**config.mk**
```make
export PLATFORM = sky130hd
export DESIGN_NAME = rle_stream_enc_flat
export DESIGN_NICKNAME = d
export VERILOG_FILES = /design/src/rtl/rle_stream_enc_if.sv /design/src/rtl/rle_stream_enc.sv /design/src/flat_wrapper.sv
export SDC_FILE = /design/constraint.sdc
export NUM_CORES = 1
export LEC_CHECK = 0
export CAP_MARGIN = 20
export CORE_MARGIN = 2
export CORE_UTILIZATION = 60
export DETAILED_ROUTE_END_ITERATION = 8
export DONT_BUFFER_PORTS = 1
export PLACE_DENSITY = 0.88
export SLEW_MARGIN = 20
export SYNTH_ARGS = -nofsm -noshare
export SYNTH_HDL_FRONTEND = slang
export SYNTH_SLANG_ARGS = --single-unit
```
**constraint.sdc**
```tcl
create_clock -name clk -period 3.5 [get_ports clk]
set_input_delay 1.05 -clock clk [delete_from_list [all_inputs] [get_ports clk]]
set_output_delay 1.05 -clock clk [all_outputs]
set_load 0.005 [all_outputs]
```
**src/rtl/rle_stream_enc_if.sv**
```systemverilog
// ---------------------------------------------------------------------------
// rle_stream_enc_if
//   Single-port dpsram bus used by the run-length encoder.
//
//   Signals:
//     port_A_clk       memory clock (driven by the master, equals its clk)
//     port_A_addr      byte address, ADDR_W bits
//     port_A_data_out  read data from memory, valid the cycle after the
//                      address is sampled
//     port_A_data_in   write data towards memory
//     port_A_we        write enable
//
//   Modports:
//     master  the encoder side
//     slave   the memory side
//
//   Handshake: there is no valid/ready pair on this bus. A read is the
//   address held for one cycle with we = 0, and the data is taken on the
//   following cycle; a write is one cycle with we = 1, address and data
//   all valid together. The memory never stalls.
// ---------------------------------------------------------------------------
interface rle_stream_enc_if #(
    parameter int ADDR_W = 16
);
    logic              port_A_clk;
    logic [ADDR_W-1:0] port_A_addr;
    logic [31:0]       port_A_data_out;
    logic [31:0]       port_A_data_in;
    logic              port_A_we;

    modport master (
        output port_A_clk,
        output port_A_addr,
        output port_A_data_in,
        output port_A_we,
        input  port_A_data_out
    );

    modport slave (
        input  port_A_clk,
        input  port_A_addr,
        input  port_A_data_in,
        input  port_A_we,
        output port_A_data_out
    );
endinterface

```
**src/rtl/rle_stream_enc.sv**
```systemverilog
// ---------------------------------------------------------------------------
// rle_stream_enc
//   Run-length encoder. Reads message_size bytes from dpsram starting at
//   message_addr, encodes them as (byte, count) pairs with count capped at
//   MAX_RUN, packs two pairs per 32-bit word (first pair in [15:0], count in
//   the low byte of each half) and writes the words from rle_addr.
//
//   Ports:
//     clk, nreset       clock, asynchronous active-low reset
//     start             one-cycle request, only looked at in IDLE
//     message_addr      plaintext start byte address ([1:0] ignored)
//     message_size      plaintext length in bytes, 0 allowed
//     rle_addr          output start byte address ([1:0] ignored)
//     rle_size          output length in bytes (2 per pair)
//     done              high from completion until the next accepted start
//     busy              high from an accepted start through the FIN cycle
//     mem               dpsram bus (master side)
//     o_dbg_state       current FSM state
//     o_dbg_rd_addr     read address register
//     o_dbg_wr_addr     write address register
// ---------------------------------------------------------------------------
module rle_stream_enc #(
    parameter int ADDR_W  = 16,
    parameter int MAX_RUN = 255
) (
    input  logic                    clk,
    input  logic                    nreset,
    input  logic                    start,
    input  logic [31:0]             message_addr,
    input  logic [31:0]             message_size,
    input  logic [31:0]             rle_addr,
    output logic [31:0]             rle_size,
    output logic                    done,
    output logic                    busy,
    rle_stream_enc_if.master        mem,
    output logic [2:0]              o_dbg_state,
    output logic [31:0]             o_dbg_rd_addr,
    output logic [31:0]             o_dbg_wr_addr
);

    localparam logic [2:0] S_IDLE  = 3'd0;
    localparam logic [2:0] S_READ  = 3'd1;
    localparam logic [2:0] S_LATCH = 3'd2;
    localparam logic [2:0] S_SCAN  = 3'd3;
    localparam logic [2:0] S_WRITE = 3'd4;
    localparam logic [2:0] S_FLUSH = 3'd5;
    localparam logic [2:0] S_FIN   = 3'd6;

    localparam logic [7:0] MAX_CNT = 8'(MAX_RUN);

    logic [2:0]  r_state;
    logic [31:0] r_rd_addr;
    logic [31:0] r_wr_addr;
    logic [31:0] r_size;
    logic [31:0] r_consumed;
    logic [31:0] r_word;
    logic [1:0]  r_lane;
    logic        r_run_open;
    logic [7:0]  r_run_byte;
    logic [7:0]  r_run_cnt;
    logic [31:0] r_buf;
    logic        r_half;      // low half of r_buf already holds a pair
    logic [31:0] r_rle_size;
    logic        r_done;
    logic        r_busy;

    logic [7:0]  w_byte;
    logic        w_extend;
    logic        w_emit;
    logic [15:0] w_pair;
    logic [31:0] w_consumed_nxt;
    logic [31:0] w_flush_data;
    logic        w_we;

    assign w_byte         = r_word[{r_lane, 3'b000} +: 8];
    assign w_extend       = r_run_open && (w_byte == r_run_byte) && (r_run_cnt < MAX_CNT);
    assign w_emit         = r_run_open && !w_extend;
    assign w_pair         = {r_run_byte, r_run_cnt};
    assign w_consumed_nxt = r_consumed + 32'd1;
    // FLUSH sees at most one pair already buffered; the open run joins it.
    assign w_flush_data   = r_half ? {w_pair, r_buf[15:0]} : {16'h0000, w_pair};
    assign w_we           = (r_state == S_WRITE) || (r_state == S_FLUSH);

    assign mem.port_A_clk     = clk;
    assign mem.port_A_we      = w_we;
    assign mem.port_A_addr    = w_we ? r_wr_addr[ADDR_W-1:0] : r_rd_addr[ADDR_W-1:0];
    assign mem.port_A_data_in = (r_state == S_WRITE) ? r_buf :
                                (r_state == S_FLUSH) ? w_flush_data : 32'h0;

    assign rle_size      = r_rle_size;
    assign done          = r_done;
    assign busy          = r_busy;
    assign o_dbg_state   = r_state;
    assign o_dbg_rd_addr = r_rd_addr;
    assign o_dbg_wr_addr = r_wr_addr;

    always_ff @(posedge clk or negedge nreset) begin
        if (!nreset) begin
            r_state    <= S_IDLE;
            r_rd_addr  <= 32'h0;
            r_wr_addr  <= 32'h0;
            r_size     <= 32'h0;
            r_consumed <= 32'h0;
            r_word     <= 32'h0;
            r_lane     <= 2'd0;
            r_run_open <= 1'b0;
            r_run_byte <= 8'h0;
            r_run_cnt  <= 8'h0;
            r_buf      <= 32'h0;
            r_half     <= 1'b0;
            r_rle_size <= 32'h0;
            r_done     <= 1'b0;
            r_busy     <= 1'b0;
        end else begin
            case (r_state)
                S_IDLE: begin
                    if (start) begin
                        r_rd_addr  <= message_addr & 32'hFFFF_FFFC;
                        r_wr_addr  <= rle_addr & 32'hFFFF_FFFC;
                        r_size     <= message_size;
                        r_consumed <= 32'h0;
                        r_rle_size <= 32'h0;
                        r_buf      <= 32'h0;
                        r_half     <= 1'b0;
                        r_run_open <= 1'b0;
                        r_run_cnt  <= 8'h0;
                        r_done     <= 1'b0;
                        r_busy     <= 1'b1;
                        r_state    <= (message_size == 32'h0) ? S_FIN : S_READ;
                    end
                end
                S_READ: begin
                    r_state <= S_LATCH;
                end
                S_LATCH: begin
                    r_word    <= mem.port_A_data_out;
                    r_lane    <= 2'd0;
                    r_rd_addr <= r_rd_addr + 32'd4;
                    r_state   <= S_SCAN;
                end
                S_SCAN: begin
                    r_consumed <= w_consumed_nxt;
                    if (w_extend) begin
                        r_run_cnt <= r_run_cnt + 8'd1;
                    end else begin
                        r_run_open <= 1'b1;
                        r_run_byte <= w_byte;
                        r_run_cnt  <= 8'd1;
                    end
                    if (w_emit) begin
                        r_rle_size <= r_rle_size + 32'd2;
                        if (r_half) begin
                            r_buf[31:16] <= w_pair;
                        end else begin
                            r_buf[15:0] <= w_pair;
                            r_half      <= 1'b1;
                        end
                    end
                    // Lane is not advanced on the way to WRITE; WRITE does it.
                    if (w_emit && r_half) begin
                        r_state <= S_WRITE;
                    end else if (w_consumed_nxt == r_size) begin
                        r_state <= S_FLUSH;
                    end else if (r_lane == 2'd3) begin
                        r_state <= S_READ;
                    end else begin
                        r_lane <= r_lane + 2'd1;
                    end
                end
                S_WRITE: begin
                    r_wr_addr <= r_wr_addr + 32'd4;
                    r_buf     <= 32'h0;
                    r_half    <= 1'b0;
                    if (r_consumed == r_size) begin
                        r_state <= S_FLUSH;
                    end else if (r_lane == 2'd3) begin
                        r_state <= S_READ;
                    end else begin
                        r_lane  <= r_lane + 2'd1;
                        r_state <= S_SCAN;
                    end
                end
                S_FLUSH: begin
                    r_rle_size <= r_rle_size + 32'd2;
                    r_wr_addr  <= r_wr_addr + 32'd4;
                    r_buf      <= 32'h0;
                    r_half     <= 1'b0;
                    r_run_open <= 1'b0;
                    r_state    <= S_FIN;
                end
                S_FIN: begin
                    r_busy  <= 1'b0;
                    r_done  <= 1'b1;
                    r_state <= S_IDLE;
                end
                default: begin
                    r_state <= S_IDLE;
                end
            endcase
        end
    end

endmodule
```
**src/flat_wrapper.sv**
```systemverilog
// flat-port wrapper written by rule: the top's interface ports become plain ports
module rle_stream_enc_flat 
#(
    parameter int ADDR_W  = 16,
    parameter int MAX_RUN = 255
)
  (clk, nreset, start, message_addr, message_size, rle_addr, rle_size, done, busy, o_dbg_state, o_dbg_rd_addr, o_dbg_wr_addr, mem_port_A_clk, mem_port_A_addr, mem_port_A_data_in, mem_port_A_we, mem_port_A_data_out);
  rle_stream_enc_if #(.ADDR_W(ADDR_W)) mem_i ();
  input  logic clk;
  input  logic nreset;
  input  logic start;
  input  logic [31:0] message_addr;
  input  logic [31:0] message_size;
  input  logic [31:0] rle_addr;
  output logic [31:0] rle_size;
  output logic done;
  output logic busy;
  output logic [2:0] o_dbg_state;
  output logic [31:0] o_dbg_rd_addr;
  output logic [31:0] o_dbg_wr_addr;
  output wire logic [$bits(mem_i.port_A_clk)-1:0] mem_port_A_clk;
  output wire logic [$bits(mem_i.port_A_addr)-1:0] mem_port_A_addr;
  output wire logic [$bits(mem_i.port_A_data_in)-1:0] mem_port_A_data_in;
  output wire logic [$bits(mem_i.port_A_we)-1:0] mem_port_A_we;
  input wire logic [$bits(mem_i.port_A_data_out)-1:0] mem_port_A_data_out;
  assign mem_port_A_clk = mem_i.port_A_clk;
  assign mem_port_A_addr = mem_i.port_A_addr;
  assign mem_port_A_data_in = mem_i.port_A_data_in;
  assign mem_port_A_we = mem_i.port_A_we;
  assign mem_i.port_A_data_out = mem_port_A_data_out;
  rle_stream_enc #(.ADDR_W(ADDR_W), .MAX_RUN(MAX_RUN)) u_core (.clk(clk), .nreset(nreset), .start(start), .message_addr(message_addr), .message_size(message_size), .rle_addr(rle_addr), .rle_size(rle_size), .done(done), .busy(busy), .mem(mem_i), .o_dbg_state(o_dbg_state), .o_dbg_rd_addr(o_dbg_rd_addr), .o_dbg_wr_addr(o_dbg_wr_addr));
endmodule
```
==> results.tsv <==
stage	metric	value	unit
sta	worst_setup_slack_after_layout	0.171	ns
drt	postRouteAntennaNets	0	
grt	grt_remaining_overflow	0	
synthesis	syn_inst	1555	
die	num_rows	54	
drt	detailedRoute.firstPassIterationCount	5	
pwr	static_leakage_power	6.47	nW
clocking	clock_tree.root_cell	sky130_fd_sc_hd__clkbuf_16	
place	dp_slack	0.255	ns
drt	routed_via_density	6.65	
pwr	vdd_ir_drop_max	0.000544	V
clocking	hold_buffers	0	
critical_path	r2r.worst_path.cells	10	
synthesis	share_of_flip_flops_with_an_asynchronous_set_or_reset_after_synthesis	100	%
clocking	clkTransAtPathRegs	0.06	ns
drt	drt-wirelength-per-cell	21.2	um
clocking	cts_tree	done	
grt	first_global_vias	12019	
grt	globalRouteMet1Util	40.5	%
critical_path	end_of_the_worst_register_to_register_path	u_core.r_lane[1]$_DFFE_PN0P_	
critical_path	setup.worst_path.class	reg2out	
place	dpl.cell_count	1768	
clocking	clock-sinks	244	
synthesis	area_of_the_mapped_netlist	13400	um^2
clocking	cts_htree_levels	1	
die	core_region_area	21900	um^2
grt	grt_first_pass_wirelength	62300	um
sta	maximum_operating_frequency	300	MHz
critical_path	crit_path_start_kind	flop	
synthesis	synth_commonest_cells	sky130_fd_sc_hd__nand2_1 (342), sky130_fd_sc_hd__dfrtp_1 (244), sky130_fd_sc_hd__nor2_1 (115)	
drt	route.vias.total	12104	
grt	global_route.usage.met3	8.25	%
critical_path	worstPathMaxFanout	16	
layout	finalNetCount	1655	
place	dp_hpwl	26500	um
grt	gr-usage-all-layers	32.3	%
pwr	power_density_over_the_cells	896	nW/um^2
drt	iteration_0_drc_count_of_the_detailed_router	993	
sta	setup_repair_after_global_routing_missed_its_margin	no	
clocking	cts_setup_buffers	0	
grt	grtUsageMet2	52.7	%
clocking	ctsLongestPathBuffers	3	
synthesis	post_synth.cell_area_avg	8.61	um^2
layout	filler_cell_count	1753	
layout	multi_input_area	6800	um^2
layout	share_of_post_route_cells_with_drive_strength_above_1	7.93	%
synthesis	number_of_distinct_library_cell_variants_in_the_gate_level_netlist_after_synthesis	75	
layout	antenna_cells_inserted	0	
die	floorplan.die.height	153	um
layout	syn_to_final_growth	8.73	%
sta	slew-limit-headroom	28.6	%
die	chipWidth	153	um
min_path	hold_class	in2async	
grt	number_of_antenna_violations_at_the_first_check_in_global_routing	0	
synthesis	yosys_warnings	0	
clocking	tritoncts.num_buffers	28	
drt	route.final.wire_length	38600	um
critical_path	worstSetupStartpoint	u_core.o_dbg_state[0]$_DFFE_PN0P_	
place	placement.io_buffers	0	
synthesis	synth_seq_area_share	45.6	%
critical_path	critical_path_required	2.45	ns
sta	layout_min_cycle_time	3.33	ns
critical_path	worstPathArrival	2.28	ns
sta	fin_worst_skew	0.0135	ns
critical_path	regToRegSetupSlack	0.22	ns
sta	finalHoldViolations	0	
synthesis	cell_type_with_the_highest_aggregate_area_in_the_netlist	sky130_fd_sc_hd__dfrtp_1	
synthesis	ys_seq_elements	244	
layout	stdcell_count	1819	
grt	globalRoute.busiestLayer	met2	
sta	worst_pin_slew	1.07	ns
sta	timing_max_transition_violations_final	0	
flow_run	timing.max_cap.violations	0	
die	io_pins	282	
synthesis	ys.flop_type	sky130_fd_sc_hd__dfrtp_1	
place	gpl.final_weighted_congestion	0.946	
sta	totalNegativeSetupSlack	0	ns
die	initial_utilization	61.1	%
synthesis	synth-edff-count	0	
critical_path	crit_path_end_kind	primary output	
die	die-area	23500	um^2
sta	final-setup-viol-count	0	
grt	grt_start_max_net_pins	245	
clocking	clock_insertion_delay_worst_skew	0.54	ns
synthesis	synthDominantCellAreaShare	45.6	%
drt	remaining_drc_errors	0	
critical_path	crit-reg2reg-launch	u_core.r_consumed[1]$_DFFE_PN0P_	
layout	reg_area	6110	um^2
sta	fin_crit_sh	95.1	%
synthesis	synth.most_common_cell	sky130_fd_sc_hd__nand2_1	
status	run_status	finished clean	
synthesis	synth.area.top_cells	sky130_fd_sc_hd__dfrtp_1 (46%), sky130_fd_sc_hd__nand2_1 (9.6%), sky130_fd_sc_hd__a22o_1 (4.4%)	
-- state kept, by name, summed over array words and instances, names as in the netlist, 2 cells and up --
| signal | flops |
|---|---|
| u_core.r_run_cnt | 8 |
| u_core.rle_size | 31 |
| u_core.r_run_byte | 8 |
| u_core.r_word | 32 |
| u_core.r_buf | 32 |
| u_core.o_dbg_rd_addr | 30 |
| u_core.o_dbg_state | 3 |
| u_core.r_size | 32 |
| u_core.r_lane | 2 |
| u_core.o_dbg_wr_addr | 30 |
| u_core.r_consumed | 32 |
-- worst max-delay path by stage --
stage | depth (start not counted) | to
floorplan | 11 | u_core.r_lane[1]$_DFFE_PN0P_
global placement | 10 | u_core.r_lane[1]$_DFFE_PN0P_
detailed placement | 10 | u_core.r_lane[1]$_DFFE_PN0P_
CTS | 4 | mem_port_A_data_in[8]
global route | 10 | u_core.r_lane[1]$_DFFE_PN0P_
finish | 4 | mem_port_A_data_in[0]
-- cells by family (layout without fill, tap and decap cells) --
group | count (synthesis) | in the layout | synth area share, %
and+or+nand+nor | 708 | 708 | 24.1
adders and majority gates | 6 | 6 | 0.561
xor gates and xnor gates | 67 | 67 | 4.38
DFF | 244 | 244 | 45.6
other | 1 | 7 | 0.0280
AOI/OAI and AO/OA | 380 | 380 | 19.0
muxes | 19 | 19 | 2.22
buffers and inverters | 130 | 108 | 4.11
-- per-layer routing --
layer | vias to the layer above | part of all wire (%)
li1 | 5463 | -
met3 | 106 | 9.9
met5 | - | 0
met2 | 636 | 48
met1 | 5899 | 38
met4 | 0 | 4.0
-- critical path, cell delays in order, from the launching register on --
cell	delay, ns
sky130_fd_sc_hd__dfrtp_1	0.63
sky130_fd_sc_hd__inv_1	0.24
sky130_fd_sc_hd__nor3_2	0.26
sky130_fd_sc_hd__nand2b_2	0.38
sky130_fd_sc_hd__a22o_1	0.24
-- report_power, final --
| part | switching [mW] | internal [mW] |
|---|---|---|
| Combinational | 2.99 | 1.82 |
| Sequential | 1.44 | 3.80 |
| Clock | 1.17 | 1.82 |
-- cell usage in the layout (no fill, tap or decap), drive strengths merged, types with 16 or more instances in the layout --
| cell type | netlist | layout |
|---|---|---|
| nand2 | 342 | 342 |
| o22ai | 18 | 18 |
| nand3 | 88 | 88 |
| xnor2 | 18 | 18 |
| and3 | 30 | 30 |
| nor2 | 115 | 115 |
| inv | 24 | 24 |
| clkbuf | 73 | 42 |
| a31oi | 16 | 16 |
| o21ai | 104 | 104 |
| o211ai | 17 | 17 |
| nand4 | 31 | 31 |
| a21oi | 72 | 72 |
| dfrtp | 244 | 244 |
| o31ai | 20 | 20 |
| nor3 | 38 | 38 |
| nor4 | 18 | 18 |
| a22o | 67 | 67 |
| xor2 | 49 | 49 |
| buf | 33 | 33 |
-- stage by stage --
stage	hold slack [ns]	utilization [%]	cell area [um^2]	total power [mW]
after floorplan	0.440	-	13400	8.41
after global placement	0.454	62.0	13600	9.65
final	0.199	66.5	14600	13.0
after CTS	0.192	66.4	14500	13.0
after global routing	0.188	66.5	14600	13.8
after detailed placement	0.459	62.0	13600	9.91
-- repair_timing --
action / 4_1_cts / 5_1_grt
setup endpoints to repair: 8 / 2
pin swaps: 0 / 1
resized for setup: 1 / 2
gates cloned: 0 / 0
-- final cells by class --
type / instances / area share (%)
sequential: 244 / 42.0
tap: 280 / 2.41
multi-input combinational: 1187 / 46.7
inverter: 24 / 0.619
clock inverter: 9 / 0.705
clock buffer: 42 / 5.87
timing repair buffer: 33 / 1.70
No activity file was read; power rests on OpenSTA's default activity.
